### src/rtl/div_sched.sv
// div_sched: round-robin scheduler sharing one repeated-subtraction divider among N_REQ requesters
module div_sched #(
    parameter int N_REQ = 4,
    parameter int W     = 16,
    parameter int IDW   = 2
) (
    input  logic               clk,
    input  logic               clear_n,
    input  logic [N_REQ-1:0]   req,
    input  logic [N_REQ*W-1:0] dividend,
    input  logic [N_REQ*W-1:0] divisor,
    output logic [N_REQ-1:0]   grant,
    output logic               busy,
    output logic               done,
    output logic [IDW-1:0]     done_id,
    output logic [W-1:0]       quotient,
    output logic [W-1:0]       remainder,
    output logic               div_zero
);
    typedef enum logic [1:0] {IDLE, CHECK, ITER, DONE} state_t;
    state_t         state_q, state_d;
    logic [IDW-1:0] rr_q, rr_d, id_q, id_d, did_q, did_d, win_id;
    logic [W-1:0]   n_q, n_d, p_q, p_d, q_q, q_d, quot_q, quot_d, rem_q, rem_d;
    logic           dz_q, dz_d, win_ok;
    int             idx;
    // round-robin arbiter: first requesting index at or after rr_q, wrapping
    always_comb begin
        win_ok = 1'b0;
        win_id = '0;
        idx    = 0;
        for (int i = 0; i < N_REQ; i++) begin
            idx = int'(rr_q) + i;
            if (idx >= N_REQ) idx = idx - N_REQ;
            if (!win_ok && req[IDW'(idx)]) begin
                win_ok = 1'b1;
                win_id = IDW'(idx);
            end
        end
    end
    // next-state, datapath and result capture; results are registered on entry to DONE
    always_comb begin
        state_d = state_q;
        rr_d    = rr_q;
        id_d    = id_q;
        n_d     = n_q;
        p_d     = p_q;
        q_d     = q_q;
        quot_d  = quot_q;
        rem_d   = rem_q;
        dz_d    = dz_q;
        did_d   = did_q;
        case (state_q)
            IDLE: if (win_ok) begin
                id_d    = win_id;
                n_d     = dividend[int'(win_id)*W +: W];
                p_d     = divisor[int'(win_id)*W +: W];
                q_d     = '0;
                state_d = CHECK;
            end
            CHECK: if (p_q == '0) begin
                quot_d  = '1;
                rem_d   = n_q;
                dz_d    = 1'b1;
                did_d   = id_q;
                state_d = DONE;
            end else begin
                state_d = ITER;
            end
            ITER: if (n_q >= p_q) begin
                n_d = n_q - p_q;
                q_d = q_q + W'(1);
            end else begin
                quot_d  = q_q;
                rem_d   = n_q;
                dz_d    = 1'b0;
                did_d   = id_q;
                state_d = DONE;
            end
            DONE: begin
                rr_d    = (id_q == IDW'(N_REQ-1)) ? '0 : id_q + IDW'(1);
                state_d = IDLE;
            end
            default: state_d = IDLE;
        endcase
    end
    // state and result registers, cleared asynchronously
    always_ff @(posedge clk or negedge clear_n) begin
        if (!clear_n) begin
            state_q <= IDLE;
            rr_q    <= '0;
            id_q    <= '0;
            n_q     <= '0;
            p_q     <= '0;
            q_q     <= '0;
            quot_q  <= '0;
            rem_q   <= '0;
            dz_q    <= 1'b0;
            did_q   <= '0;
        end else begin
            state_q <= state_d;
            rr_q    <= rr_d;
            id_q    <= id_d;
            n_q     <= n_d;
            p_q     <= p_d;
            q_q     <= q_d;
            quot_q  <= quot_d;
            rem_q   <= rem_d;
            dz_q    <= dz_d;
            did_q   <= did_d;
        end
    end
    assign busy      = (state_q != IDLE);
    assign done      = (state_q == DONE);
    assign grant     = busy ? ({{(N_REQ-1){1'b0}}, 1'b1} << id_q) : '0;
    assign done_id   = did_q;
    assign quotient  = quot_q;
    assign remainder = rem_q;
    assign div_zero  = dz_q;
endmodule

### config.mk
export PLATFORM = sky130hd
export DESIGN_NAME = div_sched
export DESIGN_NICKNAME = d
export VERILOG_FILES = /design/src/rtl/div_sched.sv
export SDC_FILE = /design/constraint.sdc
export NUM_CORES = 1
export LEC_CHECK = 0
export ABC_AREA = 1
export ABC_CLOCK_PERIOD_IN_PS = 6300
export CAP_MARGIN = 10
export CORE_MARGIN = 8
export CORE_UTILIZATION = 53
export DETAILED_ROUTE_END_ITERATION = 8
export PLACE_DENSITY = 0.95
export RECOVER_POWER = 50
export SLEW_MARGIN = 20
export SYNTH_ARGS = -nofsm -noshare
export SYNTH_HDL_FRONTEND = slang
export SYNTH_SLANG_ARGS = --single-unit
### constraint.sdc
create_clock -name clk -period 6.3 [get_ports clk]
set_clock_uncertainty 0.2 [all_clocks]
set_input_delay 1.89 -clock clk [delete_from_list [all_inputs] [get_ports clk]]
set_output_delay 1.89 -clock clk [all_outputs]
set_load 0.01 [all_outputs]
# Word level (Yosys, flattened, before mapping)
# Index checks and enable logic that the tools add are counted.
# op_classes
div_mod_pow,0
bitwise,0
add_sub_neg,10
n_mux,48
multipliers,0
n_eq_ne,8
shift,3
order_cmp,9
n_reduce_logical,15
# op_table
op,n
$mux 16,8
$pmux 16 s2,4
$shiftx 64x7->16,2
$mux 2,13
$add 16x1->16 const B,1
$ge 16x16->1,1
$logic_not 16->1,1
$lt 2x4->1 const B,4
$sub 16x16->16,1
$mux 1,15
$ge 3x3->1 const B,3
$bmux 1 s2,4
$ne 2x2->1 const B,4
$pmux 2 s4,1
$sub 2x1->2 const B,4
$add 2x2->3 const B,2
$eq 2x2->1 const B,3
$reduce_and 3->1,2
$reduce_bool 2->1,3
$mux 4,1
$pmux 2 s2,1
$reduce_and 2->1,2
$shl 1x2->4 const A,1
$add 2x1->3 const B,1
7 further kinds,11
# totals
latch_bits,0
wordCells,103
ff_bits,89
mem_count,0
rom_bits,0
inputBits,134
mem_bits_rw,0
output_inout_bits,41

# Depth between registers and ports, before layout
# logic_depth
word_depth,18
mapped_depth,19
mapped_depth_nobuf,17

# Least setup slack after synthesis
# Ideal clock, no wire load.
# synth_path
path_type,input port to flip-flop
start,in req[3]
end,reg n_q[13]
t_arrival_ps,3128
t_required_ps,5983
stages,14
setup_slack_ps,2855
n_path_buf,2
cell_sequence,inv_1 nand2_1 nand3_1 nand2_2 nor2_8 nand3_4 nand3_4 buf_6 buf_6 nand2_1 nand3_1 nand3_1 nand3_1 nand2_1
# synth_via
elab_chain_cells,16
# synth_rtl
item,line,source
"start, declared",9,"input logic [N_REQ-1:0] req,"
$bmux 1 s2,34,if (!win_ok && req[IDW'(idx)]) begin
$mux 1 (implied by the code) (2 in series),34,
$mux 1,34,
$logic_not 1->1,34,
$logic_and 1x1->1,34,
$mux 1,34,
$logic_not 1->1,34,
$logic_and 1x1->1,34,
$mux 1,34,
$logic_not 1->1,34,
$logic_and 1x1->1,34,
$mux 2,34,
$shiftx 64x7->16,55,n_d = dividend[int'(win_id)*W +: W];
$mux 16,53,IDLE: if (win_ok) begin
$pmux 16 s2,52,case (state_q)
"end signal, assigned",103,n_q <= n_d;
"end, declared",23,"logic [W-1:0] n_q, n_d, p_q, p_d, q_q, q_d, quot_q, quot_d, rem_q, rem_d;"
# Parallel ways exist; a longest one is shown, timed or not. The select of a mux whose other input is x is not followed.
# A chain may end at the register's enable or synchronous reset.

# Final worst setup path
# layout_path
start,reg state_q[0]
end,"reg rem_q[8], in the netlist remainder[8]"
# layout_via
elab_chain_cells,3
# layout_rtl
item,line,source
"start, declared",21,"state_t state_q, state_d;"
"start signal, assigned",100,state_q <= state_d;
$eq 2x2->1 / $eq 2x1->1 (equally long branches),52,
$ne 2x2->1 (no source line) / $reduce_bool 2->1 (equally long branches),-,
$reduce_and 3->1 (no source line),-,
"end signal, assigned",107,rem_q <= rem_d;
"end, declared",23,
# Parallel ways exist; a longest one is shown, timed or not.

==> summary.log <==
INFO  placement      dpl-instance-area=8080um^2
INFO  yosys          ys_seq_elements=89
INFO  die            initial_core_util=53.6%
INFO  drt            vias_per_instance=5.54
INFO  yosys          dominantRegCellSynth=dfrtp_1
INFO  clocking       cts_inserted_buffers=9
INFO  die            core=11,900um^2
INFO  clocking       post_cts_resize_count=0
INFO  yosys          synthesis.instances=913
INFO  power          power.switching=0.310mW
INFO  drt            routed-via-count=6,716
INFO  power          comb_power_share=14.3%
INFO  setup_path     timing.critical_path.cells=inv_1 -> ha_1 -> inv_1 -> buf_4 -> nor2_1 -> o21ai_4 -> clkbuf_1 -> inv_1 -> nand2_1 -> nand2_1
INFO  setup_path     critPathSlowestCell=clkbuf_1
INFO  timing         report.final.setup_viol=0
INFO  setup_path     timing.critical_path.mode_cell=inv_1
INFO  placement      dp_wirelength=15,000um
INFO  yosys          synthArstFlopShare=100%
INFO  drt            drtPass1Iterations=5
INFO  power          power-per-cell-area=150nW/um^2
INFO  yosys          yosys_warnings=0
INFO  clocking       clock_latency_reported_for_the_late_side_of_the_worst_skew_pair=0.34ns
INFO  placement      placement.io_buffers=174
INFO  timing         timing_max_transition_violations_final=154
INFO  setup_path     timing.critical_path.from_type=flop
INFO  run_status     outcome=finished, violations left
INFO  power          ir_worst_vdd=0.000112V
INFO  yosys          synth-edff-count=0
INFO  worst_hold_path hold_depth=2
INFO  die            placement_rows=40
INFO  timing         final.hold.worst_slack=0.286ns
INFO  setup_path     critPathArrivalTime=4.79ns
INFO  timing         achievable-frequency=0.210GHz
INFO  clocking       clk_transition_reported_paths=0.07ns
INFO  die            dieHeight=126um
INFO  clocking       htree_levels=3
INFO  finish         insertedDiodeCount=0
INFO  drt            finalWirelength=19,500um
INFO  setup_path     crit_path_max_incr_delay=1.64ns
INFO  drt            wl_per_cell=16.1um
INFO  die            num_io_pins=175
INFO  worst_hold_path worstHoldPathType=reg -> reg
INFO  finish         multiInputGateArea=3530um^2
INFO  power          p_int=0.941mW
INFO  drt            drc=0
INFO  power          power.switching_fraction=24.8%
INFO  clocking       ctsRootBufferMaster=clkbuf_16
INFO  setup_path     crit_path_end_kind=flop
INFO  power          leakage=3.93nW
INFO  clocking       buffers_inserted_by_post_cts_timing_repair=0
INFO  finish         fin_nets=1,221
INFO  timing         grt_setup_unrepaired=false
INFO  power          share_clk_of_total_power=40.1%
INFO  finish         regArea=2230um^2
INFO  timing         post-route-min-period=4.77ns
INFO  die            die_area=15,800um^2
INFO  finish         final_common_cell=nand2_1
INFO  finish         area_growth=30.6%
INFO  flow_run       timing.max_cap.violations=2
INFO  power          power.sequential.fraction=45.7%
INFO  global_routing first_pass_grt_wire_length=32,600um
INFO  worst_hold_path hold_path_end=remainder[2]
INFO  setup_path     regToRegSetupSlack=1.53ns
INFO  finish         final_cells=1,212
INFO  worst_hold_path hold_path_startpoint=remainder[2]
INFO  placement      numPlacedInstances=1,196
INFO  global_routing maximum_number_of_pins_on_one_net_before_global_route_repair=90
INFO  timing         setup_total_negative_slack=0ns
INFO  clocking       clockBufferDepth=2
INFO  timing         worst-slew-pin-transition=2.30ns
INFO  timing         period_share=75.7%
INFO  yosys          synth.yosys.seq_area_share=34.9%
INFO  global_routing vias_in_the_first_global_route=6,783
INFO  die            die_w=126um
INFO  timing         maxSlewHeadroom=-53.0%
INFO  drt            route.antenna.remaining_nets=0
INFO  yosys          postSynthAreaPerCell=7.00um^2
INFO  drt            detail_route.iter0.violations=606
INFO  placement      gp_routability_congestion=0.952
INFO  clocking       cts_tree=built
INFO  setup_path     critPathKind=reg -> reg
INFO  setup_path     r2r_end=remainder[8]
INFO  finish         final_core_area_utilization=70.1%
INFO  clocking       clock-sinks=89
INFO  global_routing grt-ovfl-total=0
INFO  yosys          synth_area=6390um^2
INFO  setup_path     r2r-start=state_q[0]
INFO  clocking       ctsHoldBuffers=0
INFO  global_routing initial_antenna_violation_count=0
INFO  timing         count_of_endpoints_failing_hold_in_the_final_timing_report=0
INFO  finish         most-common-layout-cells=309 x nand2_1, 173 x clkdlybuf4s50_1, 93 x inv_1
INFO  setup_path     worst_r2r_path_depth=10
INFO  global_routing track_usage=24.7%
INFO  finish         finalInstanceArea=8350um^2
INFO  run_status     violations=capacitance limit, slew limit
INFO  setup_path     worst_ep_required_time=6.32ns
INFO  setup_path     critical_path.max_fanout=63
INFO  finish         fill_cells=942
INFO  finish         layout-drive-gt1-share=4.32%
INFO  yosys          syn-num-nets=1,074
INFO  yosys          synth.distinct_cells=45
[per-layer routing]
layer | vias up | GRT usage, % | wire [um]
met2 | 335 | 41.3 | 9040
met1 | 3098 | 30.0 | 8030
li1 | 3240 | - | -
met4 | 0 | 9.48 | 595
met3 | 43 | 6.46 | 1860
met5 | - | 0 | 0
[metrics by stage]
stage                     worst slack, ns  total power [mW]
final                                1.53              1.25
after global routing                 1.04              1.30
after CTS                            1.80              1.25
after detailed placement             1.45             0.760
after global placement               1.61             0.756
after floorplan                      2.85             0.660
[cell families (layout without fill, tap and decap cells)]
logic type,count (synthesis),in the layout,synth area share (%)
compound gates,151,151,13.9
fa+ha+maj,27,27,5.40
simple gates,486,486,33.0
flops,89,89,34.9
buf+inv,140,292,10.1
xor+xnor,20,20,2.74
[synthesized netlist by cell type (3+ instances only)]
| master | instances | area (um^2) |
|---|---|---|
| xnor2_1 | 9 | 78.8 |
| or2_2 | 3 | 18.8 |
| xor2_1 | 11 | 96.3 |
| a21oi_1 | 28 | 140 |
| nor2_1 | 50 | 188 |
| nand2_1 | 310 | 1160 |
| buf_2 | 11 | 55.1 |
| clkbuf_1 | 14 | 52.6 |
| o31ai_1 | 11 | 82.6 |
| buf_8 | 3 | 45.0 |
| inv_1 | 93 | 349 |
| nand3b_1 | 3 | 22.5 |
| dfrtp_1 | 89 | 2230 |
| nor3_1 | 10 | 50.1 |
| o211ai_1 | 22 | 165 |
| inv_2 | 5 | 18.8 |
| ha_1 | 26 | 325 |
| o21ai_0 | 56 | 280 |
| a21boi_1 | 7 | 52.6 |
| o21ai_1 | 18 | 90.1 |
| nand4_1 | 7 | 43.8 |
| nand2_2 | 6 | 37.5 |
| buf_6 | 8 | 90.1 |
| or2_1 | 12 | 75.1 |
| nand3_1 | 69 | 345 |
| or2_0 | 5 | 31.3 |
[state kept, by name (all words and copies together) (netlist names)]
| signal | count |
|---|---|
| div_zero | 1 |
| id_q | 2 |
| state_q | 2 |
| n_q | 16 |
| quotient | 16 |
| q_q | 16 |
| done_id | 2 |
| remainder | 16 |
| rr_q | 2 |
| p_q | 16 |
[final cells by class]
class                   instances  area share (%)
multi-input cells             684            42.3
flip-flops and latches         89            26.7
well taps                     147            2.20
clock inverters                 6           0.600
repair buffers                177            21.0
inverters                      99            4.48
clock buffers                  10            2.74
[critical path, delay by kind of cell, from the launching register on]
kind                       cells  cell delay (ns)
adders and majority gates      1             0.48
AOI/OAI and AO/OA              1             0.16
buffers and inverters          5             2.93
DFF                            1             0.40
and+or+nand+nor                3             0.47
[how the worst max path moves through the flow]
stage | startpoint | end | slack (ns)
detailed placement | req[1] | n_q[14] | 1.45
global route | state_q[0] | remainder[8] | 1.04
CTS | req[1] | n_q[14] | 1.80
global placement | req[1] | n_q[10] | 1.61
finish | state_q[0] | remainder[8] | 1.53
floorplan | req[3] | n_q[13] | 2.85
[power groups by stage]
stage	combinational (mW)	clock (mW)	sequential, mW
floorplan	0.0773	0	0.582
global placement	0.174	0	0.582
detailed placement	0.178	0	0.582
CTS	0.178	0.505	0.571
global route	0.194	0.530	0.571
finish	0.178	0.501	0.571
Note: power is estimated with default switching activity, not from simulation.
